### src/rtl/temp_bcd_ctrl.sv
// Binary temperature to three-digit BCD converter (serial double-dabble) whose display updates only on frame_start.
// Optional build macro TEMP_BLANK_LEAD_ZERO_EN blanks leading zero digits with glyph code 4'hF.
module temp_bcd_ctrl #(
   parameter int TEMP_W = 8
) (
   input  logic              clk,
   input  logic              rst_n,
   input  logic [TEMP_W-1:0] temp_in,
   input  logic              temp_valid,
   output logic              temp_ready,
   input  logic              frame_start,
   output logic [3:0]        temp_value_100,
   output logic [3:0]        temp_value_10,
   output logic [3:0]        temp_value_1,
   output logic              digits_valid,
   output logic              busy
);

   localparam logic [1:0] IDLE  = 2'd0;
   localparam logic [1:0] SHIFT = 2'd1;
   localparam logic [1:0] HOLD  = 2'd2;
   localparam logic [3:0] LAST_ITER = 4'(TEMP_W - 1);

   logic [1:0]        state_q, state_d;
   logic [TEMP_W-1:0] sh_q, sh_d;
   logic [11:0]       bcd_q, bcd_d;
   logic [3:0]        cnt_q, cnt_d;
   logic [3:0]        d100_q, d100_d, d10_q, d10_d, d1_q, d1_d;
   logic              dv_q, dv_d;
   logic              ready_q, busy_q;
   logic [3:0]        hund_code_s, tens_code_s;

   // One double-dabble iteration: correct every nibble, then shift in the next sample bit.
   function automatic logic [11:0] dabble_step(input logic [11:0] bcd, input logic in_bit);
      logic [11:0] adj;
      adj = bcd;
      for (int i = 0; i < 3; i++) begin
         if (bcd[i*4 +: 4] >= 4'd5) begin
            adj[i*4 +: 4] = bcd[i*4 +: 4] + 4'd3;
         end else begin
            adj[i*4 +: 4] = bcd[i*4 +: 4];
         end
      end
      return {adj[10:0], in_bit};
   endfunction

   // Display codes for the upper two places.
   always_comb begin
`ifdef TEMP_BLANK_LEAD_ZERO_EN
      hund_code_s = (bcd_q[11:8] == 4'd0) ? 4'hF : bcd_q[11:8];
      tens_code_s = ((bcd_q[11:8] == 4'd0) && (bcd_q[7:4] == 4'd0)) ? 4'hF : bcd_q[7:4];
`else
      hund_code_s = bcd_q[11:8];
      tens_code_s = bcd_q[7:4];
`endif
   end

   // Next-state and datapath logic.
   always_comb begin
      state_d = state_q;
      sh_d    = sh_q;
      bcd_d   = bcd_q;
      cnt_d   = cnt_q;
      d100_d  = d100_q;
      d10_d   = d10_q;
      d1_d    = d1_q;
      dv_d    = dv_q;
      case (state_q)
         IDLE: begin
            if (temp_valid) begin
               sh_d    = temp_in;
               bcd_d   = 12'd0;
               cnt_d   = 4'd0;
               state_d = SHIFT;
            end else begin
               state_d = IDLE;
            end
         end
         SHIFT: begin
            bcd_d = dabble_step(bcd_q, sh_q[TEMP_W-1]);
            sh_d  = {sh_q[TEMP_W-2:0], 1'b0};
            if (cnt_q == LAST_ITER) begin
               cnt_d   = 4'd0;
               state_d = HOLD;
            end else begin
               cnt_d   = cnt_q + 4'd1;
            end
         end
         HOLD: begin
            // Display changes only here, so it can never tear mid-frame.
            if (frame_start) begin
               d100_d  = hund_code_s;
               d10_d   = tens_code_s;
               d1_d    = bcd_q[3:0];
               dv_d    = 1'b1;
               state_d = IDLE;
            end else begin
               state_d = HOLD;
            end
         end
         default: begin
            state_d = IDLE;
         end
      endcase
   end

   // State and output registers with synchronous active-low reset.
   always_ff @(posedge clk) begin
      if (!rst_n) begin
         state_q <= IDLE;
         sh_q    <= '0;
         bcd_q   <= 12'd0;
         cnt_q   <= 4'd0;
         d100_q  <= 4'd0;
         d10_q   <= 4'd0;
         d1_q    <= 4'd0;
         dv_q    <= 1'b0;
         ready_q <= 1'b1;
         busy_q  <= 1'b0;
      end else begin
         state_q <= state_d;
         sh_q    <= sh_d;
         bcd_q   <= bcd_d;
         cnt_q   <= cnt_d;
         d100_q  <= d100_d;
         d10_q   <= d10_d;
         d1_q    <= d1_d;
         dv_q    <= dv_d;
         ready_q <= (state_d == IDLE);
         busy_q  <= (state_d != IDLE);
      end
   end

   assign temp_ready     = ready_q;
   assign busy           = busy_q;
   assign temp_value_100 = d100_q;
   assign temp_value_10  = d10_q;
   assign temp_value_1   = d1_q;
   assign digits_valid   = dv_q;

endmodule

### config.mk
export PLATFORM = sky130hd
export DESIGN_NAME = temp_bcd_ctrl
export DESIGN_NICKNAME = d
export VERILOG_FILES = /design/src/rtl/temp_bcd_ctrl.sv
export SDC_FILE = /design/constraint.sdc
export NUM_CORES = 1
export LEC_CHECK = 0
export CELL_PAD_IN_SITES_DETAIL_PLACEMENT = 0
export CELL_PAD_IN_SITES_GLOBAL_PLACEMENT = 1
export CORE_AREA = 2 2 69 71
export DETAILED_ROUTE_END_ITERATION = 7
export DIE_AREA = 0 0 71 73
export PLACE_DENSITY = 0.81
export SLEW_MARGIN = 20
export SYNTH_ARGS = -nofsm -noshare
export SYNTH_HDL_FRONTEND = slang
export SYNTH_SLANG_ARGS = --single-unit
### constraint.sdc
create_clock -name clk -period 4.1 [get_ports clk]
set_clock_uncertainty 0.1 [all_clocks]
set_input_delay 0.82 -clock clk [delete_from_list [all_inputs] [get_ports clk]]
set_output_delay 0.82 -clock clk [all_outputs]
set_load 0.1 [all_outputs]
Word-level counts from Yosys, hierarchy flattened
Index checks and enable logic that the tools add are counted.
Storage, ports and cells
  register bits after elaboration: 41
  bits in latches: 0
  memory bits (writable): 0
  ROM bits: 0
  output and inout bits: 15
  memories kept: 0
Cells by class
  add/sub/neg operators: 4
  $mul: 0
  div/mod/pow operators: 0
  order comparisons: 3
  eq/ne operators: 4
  shifts and indexed selects: 0
  muxes and demuxes: 14
  bitwise gates (word level): 0
  reduce and logical (&&, ||, !) cells: 6
Operators by type and width (number)
  12-bit case mux with 2 select lines: 1
  4-bit 2-to-1 mux: 4
  8-bit case mux with 2 select lines: 1
  4-bit by 3-bit >= comparator with 1-bit output, second input constant: 3
  12-bit 2-to-1 mux: 1
  4-bit by 2-bit adder with 4-bit output, second input constant: 2
  8-bit 2-to-1 mux: 1
  4-bit case mux with 2 select lines: 1
  2-bit case mux with 3 select lines: 1
  4-bit by 1-bit adder with 4-bit output, second input constant: 1
  4-bit by 3-bit == test with 1-bit output, second input constant: 1
  2-bit logical NOT: 2
  2-bit 2-to-1 mux: 2
  2-bit AND reduction: 2
  2-bit nonzero test: 2
  3-bit by 2-bit adder with 3-bit output, second input constant: 1
  3-bit 2-to-1 mux: 1
  2-bit by 1-bit == test with 1-bit output, second input constant: 1
  2-bit == test, second input constant: 1
  2-bit != test, second input constant: 1
  1-bit 2-to-1 mux: 1

Depth between registers and ports, before layout
  depth after elaboration: 4
  mapped depth: 6
  gate-level depth less buffers: 6

Least setup slack after synthesis
OpenSTA, ideal clock, no wires.
  path type: register -> output
  from: reg dv_q, in the netlist digits_valid
  to: out digits_valid
  data arrival time: 0.925 ns
  required time: 3.180 ns
  slack: 2.255 ns
  cell stages (with the launch flop): 1
  buffers on the path: 0
  cells stage by stage: dfxtp_1
RTL lines
  start, declared: RTL line 29  | logic dv_q, dv_d;
  start signal, assigned: RTL line 128  | dv_q <= dv_d;
  end, declared: RTL line 15  | output logic digits_valid,
No word-level cell between the ends.

Worst setup path in the final report
  from: reg d10_q[0], in the netlist temp_value_10[0]
  to: out temp_value_10[0]
RTL lines
  start, declared: RTL line 28  | logic [3:0] d100_q, d100_d, d10_q, d10_d, d1_q, d1_d;
  start signal, assigned: RTL line 115  | d10_q <= 4'd0;
  start signal, assigned: RTL line 126  | d10_q <= d10_d;
  end, declared: RTL line 13  | output logic [3:0] temp_value_10,
No word-level cell between the ends.

==> results by group <==
Power and ir drop
  – Leakage Power: 0.813 nW
  – Power Density: 347 mW/mm^2
  – Highest ir drop seen on vdd: 0.193 mV

Timing
  – Final critical-path required period: 2.68 ns
  – Number of failing setup endpoints in the final timing report: 0
  – Worst slew pin tran: 0.965 ns
  – Number of hold violations in the final report: 0
  – Maximum achievable frequency: 374 MHz
  – Setup repair after global routing missed its margin: false
  – Tightest slew margin relative to the limit: 35.5%
  – Final worst slack: 1.42 ns
  – Tcrit/Tclk final: 65.3%
  – Total negative slack for setup checks: 0 ns
  – Final Max Slew Viols: 0

Setup path
  – Reg-to-reg slack, setup: 2.35 ns
  – Type of element launching the critical path: register
  – Worst reg2reg endpoint: bcd_q[6]$_SDFFE_PN0P_
  – Type of element capturing the critical path: primary output
  – Critical setup path kind: reg -> out
  – Required time at the worst-slack endpoint: 3.18 ns
  – FF-to-FF path depth: 6
  – Crit path max-delay cell type: sky130_fd_sc_hd__clkdlybuf4s50_1
  – Largest stage delay on the critical path: 1.13 ns
  – Delay-heaviest family, CP: buffers and inverters
  – Origin of the critical flop-to-flop path: bcd_q[5]$_SDFFE_PN0P_
  – Buffers & Inverters on Critical Path: 1
  – Worst endpoint data arrival time: 1.76 ns
  – Critical path cell sequence: clkdlybuf4s50_1
  – Number of logic stages on the critical path including buffering: 1
  – Critical-path maximum fanout: 2

Job
  – Max-capacitance violation count: 0

Placement
  – Buffers on Ports: 26
  – Weighted congestion reported at the end of routability-driven placement: 0.723
  – Placed wire-length estimate after detailed placement: 2.30 mm
  – Post-Place Worst Slack: 1.66 ns

Drt
  – Post-DR wirelength/cell: 11.7 um
  – DRC violations left: 0
  – Total Wirelength: 3.35 mm
  – Via total after detailed routing: 1432
  – Antenna violation net count after detailed routing: 0
  – Number of DRC markers in iteration 0: 65
  – Length of the first detailed-routing pass in iterations: 4
  – Number of vias per cell after detailed routing: 5.01

Floorplanning
  – Initial core utilization: 41.3%
  – Overall die height: 73 um
  – Die width: 71 um
  – Area enclosed by the die boundary: 0.00518 sq mm
  – Boundary Pins: 27
  – Core footprint: 0.00454 sq mm
  – Std cell rows: 25

Yosys
  – Mapped cell area: 0.00187 sq mm
  – Sequential area share after synthesis: 43.9%
  – Number of flip-flops and latches in the synthesized netlist: 41
  – Per-instance average area after synthesis: 9.00 sq um
  – Number of nets produced by synthesis: 227
  – Number of distinct library cells after synthesis: 39
  – Number of warnings issued by yosys: 0
  – Cell count after synthesis: 208

CTS
  – Post-CTS Hold Buffers: 0
  – Sinks on the clock net: 41
  – CTS H-Tree Depth: 2
  – Worst-path clk slew: 0.08 ns
  – Post-cts resize count: 0
  – Insertion delay of the later-clocked pin in the worst-skew pair: 0.29 ns
  – Post-CTS setup-driven buffer insertion count: 0
  – Buffer cell driving the clock tree root: sky130_fd_sc_hd__clkbuf_8
  – TritonCTS Buffers: 5
  – CTS tree: built
  – Max clock buf depth: 2

Min path
  – Number of stages on the worst hold path: 2
  – WHS Endpoint: temp_value_100[1]$_SDFFE_PN0P_
  – Beginning of the worst hold path: temp_value_100[1]$_SDFFE_PN0P_
  – Path type of the worst min-delay path: reg -> reg

Layout
  – Fraction of layout instances using a drive strength above 1: 9.05%
  – Number of antenna cells inserted: 0
  – Number of nets in the layout: 250
  – Synthesis-to-layout area growth: 18.8%

Global routing
  – Final global-route overflow total: 0
  – Combined global-route utilization of all metal layers: 14.6%
  – Number of antenna violations at the first check in global routing: 0
  – Largest net degree at the start of global routing: 34
  – Number of global-route vias before repair: 1350
  – Wire length of the first global-routing pass: 6.04 mm

Run status
  – Outcome: complete, no violations
-- metal layers --
layer | track usage (%) | up-vias | wire [um]
met2 | 25.0 | 28 | 1520
met3 | 3.73 | 9 | 115
met5 | 0 | - | 0
li1 | - | 753 | -
met4 | 5.66 | 0 | 71
met1 | 17.5 | 642 | 1640
-- how the worst max path moves through the flow --
stage / startpoint / to / slack [ns]
after global placement: rst_n / cnt_q[3]$_SDFFE_PN0P_ / 1.70
final: temp_value_10[0]$_SDFFE_PN0P_ / temp_value_10[0] / 1.42
after CTS: temp_value_10[0]$_SDFFE_PN0P_ / temp_value_10[0] / 1.41
after floorplan: digits_valid$_SDFFE_PN0P_ / digits_valid / 2.26
after detailed placement: rst_n / cnt_q[3]$_SDFFE_PN0P_ / 1.66
after global routing: temp_value_100[0]$_SDFFE_PN0P_ / temp_value_100[0] / 1.37
-- final cells by class --
class	count	area (sq um)
fillers	464	2310
multi-input cells	147	930
flip-flops and latches	41	821
repair buffers	27	268
clock buffers	7	96.3
well taps	54	67.6
inverters	9	36.3
clock inverters	1	5.00
-- registers in the layout, indices dropped and copies added (netlist names) --
signal and flops:
digits_valid 1, temp_ready 1, temp_value_100 4, temp_value_10 4, cnt_q 4, temp_value_1 4, busy 1, state_q 2
bcd_q 12, sh_q 8
-- worst min-delay path: stages (launching register included) --
cell and delay [ns]:
sky130_fd_sc_hd__dfxtp_1 0.31, sky130_fd_sc_hd__nand2_1 0.05, sky130_fd_sc_hd__a21boi_1 0.05
-- report_power, final --
part	leakage (nW)	total (mW)	internal (mW)	switching (mW)
Combinational	0.426	0.0670	0.0294	0.0377
Clock	0.0542	0.288	0.152	0.136
Sequential	0.333	0.416	0.408	0.00768
Total	0.813	0.771	0.590	0.182
-- kinds of logic (layout without fill, tap and decap cells) --
| logic type | Yosys count | after routing | share of synthesized area [%] |
|---|---|---|---|
| AND/OR/NAND/NOR | 75 | 75 | 19.3 |
| AO/OA/AOI/OAI | 57 | 57 | 21.6 |
| flip-flops | 41 | 41 | 43.9 |
| buffers and inverters | 20 | 44 | 6.48 |
| adder cells (fa/ha/maj) | 7 | 7 | 4.68 |
| XOR/XNOR | 5 | 5 | 2.34 |
| multiplexers | 3 | 3 | 1.80 |
-- through the flow --
step                      util (%)  instance area (sq um)  power, mW  hold slack [ns]  std cells
final                         49.0                   2220      0.771            0.353        286
after global routing          49.0                   2220      0.805            0.369        286
after CTS                     49.0                   2220      0.783            0.357        286
after detailed placement      46.8                   2120      0.494            0.346        278
after global placement        46.8                   2120      0.493            0.342        278
after floorplan                  -                   1870      0.474            0.340        208
-- synth_stat cells --
library cell / number / share of area, %
sky130_fd_sc_hd__inv_4: 1 / 0.33
sky130_fd_sc_hd__o21a_1: 3 / 1.2
sky130_fd_sc_hd__o31ai_1: 2 / 0.80
sky130_fd_sc_hd__nand3b_2: 1 / 0.60
sky130_fd_sc_hd__nor2_1: 2 / 0.40
sky130_fd_sc_hd__nor2b_1: 5 / 1.7
sky130_fd_sc_hd__and2b_1: 1 / 0.40
sky130_fd_sc_hd__nand2b_4: 1 / 0.74
sky130_fd_sc_hd__o21ai_0: 15 / 4.0
sky130_fd_sc_hd__and3_2: 1 / 0.40
sky130_fd_sc_hd__nor3_1: 5 / 1.3
sky130_fd_sc_hd__buf_4: 1 / 0.40
sky130_fd_sc_hd__and2_4: 1 / 0.47
sky130_fd_sc_hd__o21bai_4: 1 / 1.0
sky130_fd_sc_hd__and3_1: 1 / 0.33
sky130_fd_sc_hd__buf_2: 2 / 0.53
sky130_fd_sc_hd__a21oi_1: 7 / 1.9
sky130_fd_sc_hd__nand3_1: 9 / 2.4
sky130_fd_sc_hd__o211a_1: 4 / 2.1
sky130_fd_sc_hd__o41ai_2: 1 / 0.87
sky130_fd_sc_hd__inv_1: 8 / 1.6
sky130_fd_sc_hd__nand2b_1: 3 / 1.0
sky130_fd_sc_hd__and3b_1: 1 / 0.47
sky130_fd_sc_hd__buf_6: 5 / 3.0
sky130_fd_sc_hd__ha_1: 7 / 4.7
sky130_fd_sc_hd__o21ba_2: 1 / 0.53
sky130_fd_sc_hd__a21boi_1: 4 / 1.6
sky130_fd_sc_hd__mux2_2: 3 / 1.8
sky130_fd_sc_hd__xnor2_1: 3 / 1.4
sky130_fd_sc_hd__a21boi_0: 12 / 4.8
sky130_fd_sc_hd__o22ai_1: 3 / 1.0
sky130_fd_sc_hd__dfxtp_1: 41 / 44
sky130_fd_sc_hd__xor2_1: 2 / 0.94
sky130_fd_sc_hd__a22oi_1: 2 / 0.80
sky130_fd_sc_hd__clkbuf_1: 3 / 0.60
sky130_fd_sc_hd__a32oi_1: 1 / 0.47
sky130_fd_sc_hd__o21ai_2: 1 / 0.47
sky130_fd_sc_hd__nand2_1: 43 / 8.6
sky130_fd_sc_hd__nand3b_1: 1 / 0.40
-- layout by cell type (no fill, tap or decap), types with 2 or more instances in the layout --
| master | instances |
|---|---|
| sky130_fd_sc_hd__nor2b_1 | 5 |
| sky130_fd_sc_hd__a22oi_1 | 2 |
| sky130_fd_sc_hd__o211a_1 | 4 |
| sky130_fd_sc_hd__o31ai_1 | 2 |
| sky130_fd_sc_hd__clkdlybuf4s50_1 | 26 |
| sky130_fd_sc_hd__nor2_1 | 2 |
| sky130_fd_sc_hd__nand2b_1 | 3 |
| sky130_fd_sc_hd__mux2_2 | 3 |
| sky130_fd_sc_hd__xnor2_1 | 3 |
| sky130_fd_sc_hd__a21oi_1 | 7 |
| sky130_fd_sc_hd__nand3_1 | 9 |
| sky130_fd_sc_hd__xor2_1 | 2 |
| sky130_fd_sc_hd__o21a_1 | 3 |
| sky130_fd_sc_hd__o22ai_1 | 3 |
| sky130_fd_sc_hd__clkbuf_8 | 7 |
| sky130_fd_sc_hd__a21boi_0 | 12 |
| sky130_fd_sc_hd__a21boi_1 | 4 |
| sky130_fd_sc_hd__o21ai_0 | 15 |
| sky130_fd_sc_hd__nor3_1 | 5 |
| sky130_fd_sc_hd__dfxtp_1 | 41 |
| sky130_fd_sc_hd__inv_1 | 8 |
| sky130_fd_sc_hd__ha_1 | 7 |
| sky130_fd_sc_hd__nand2_1 | 43 |
(Power assumes the default switching activity.)
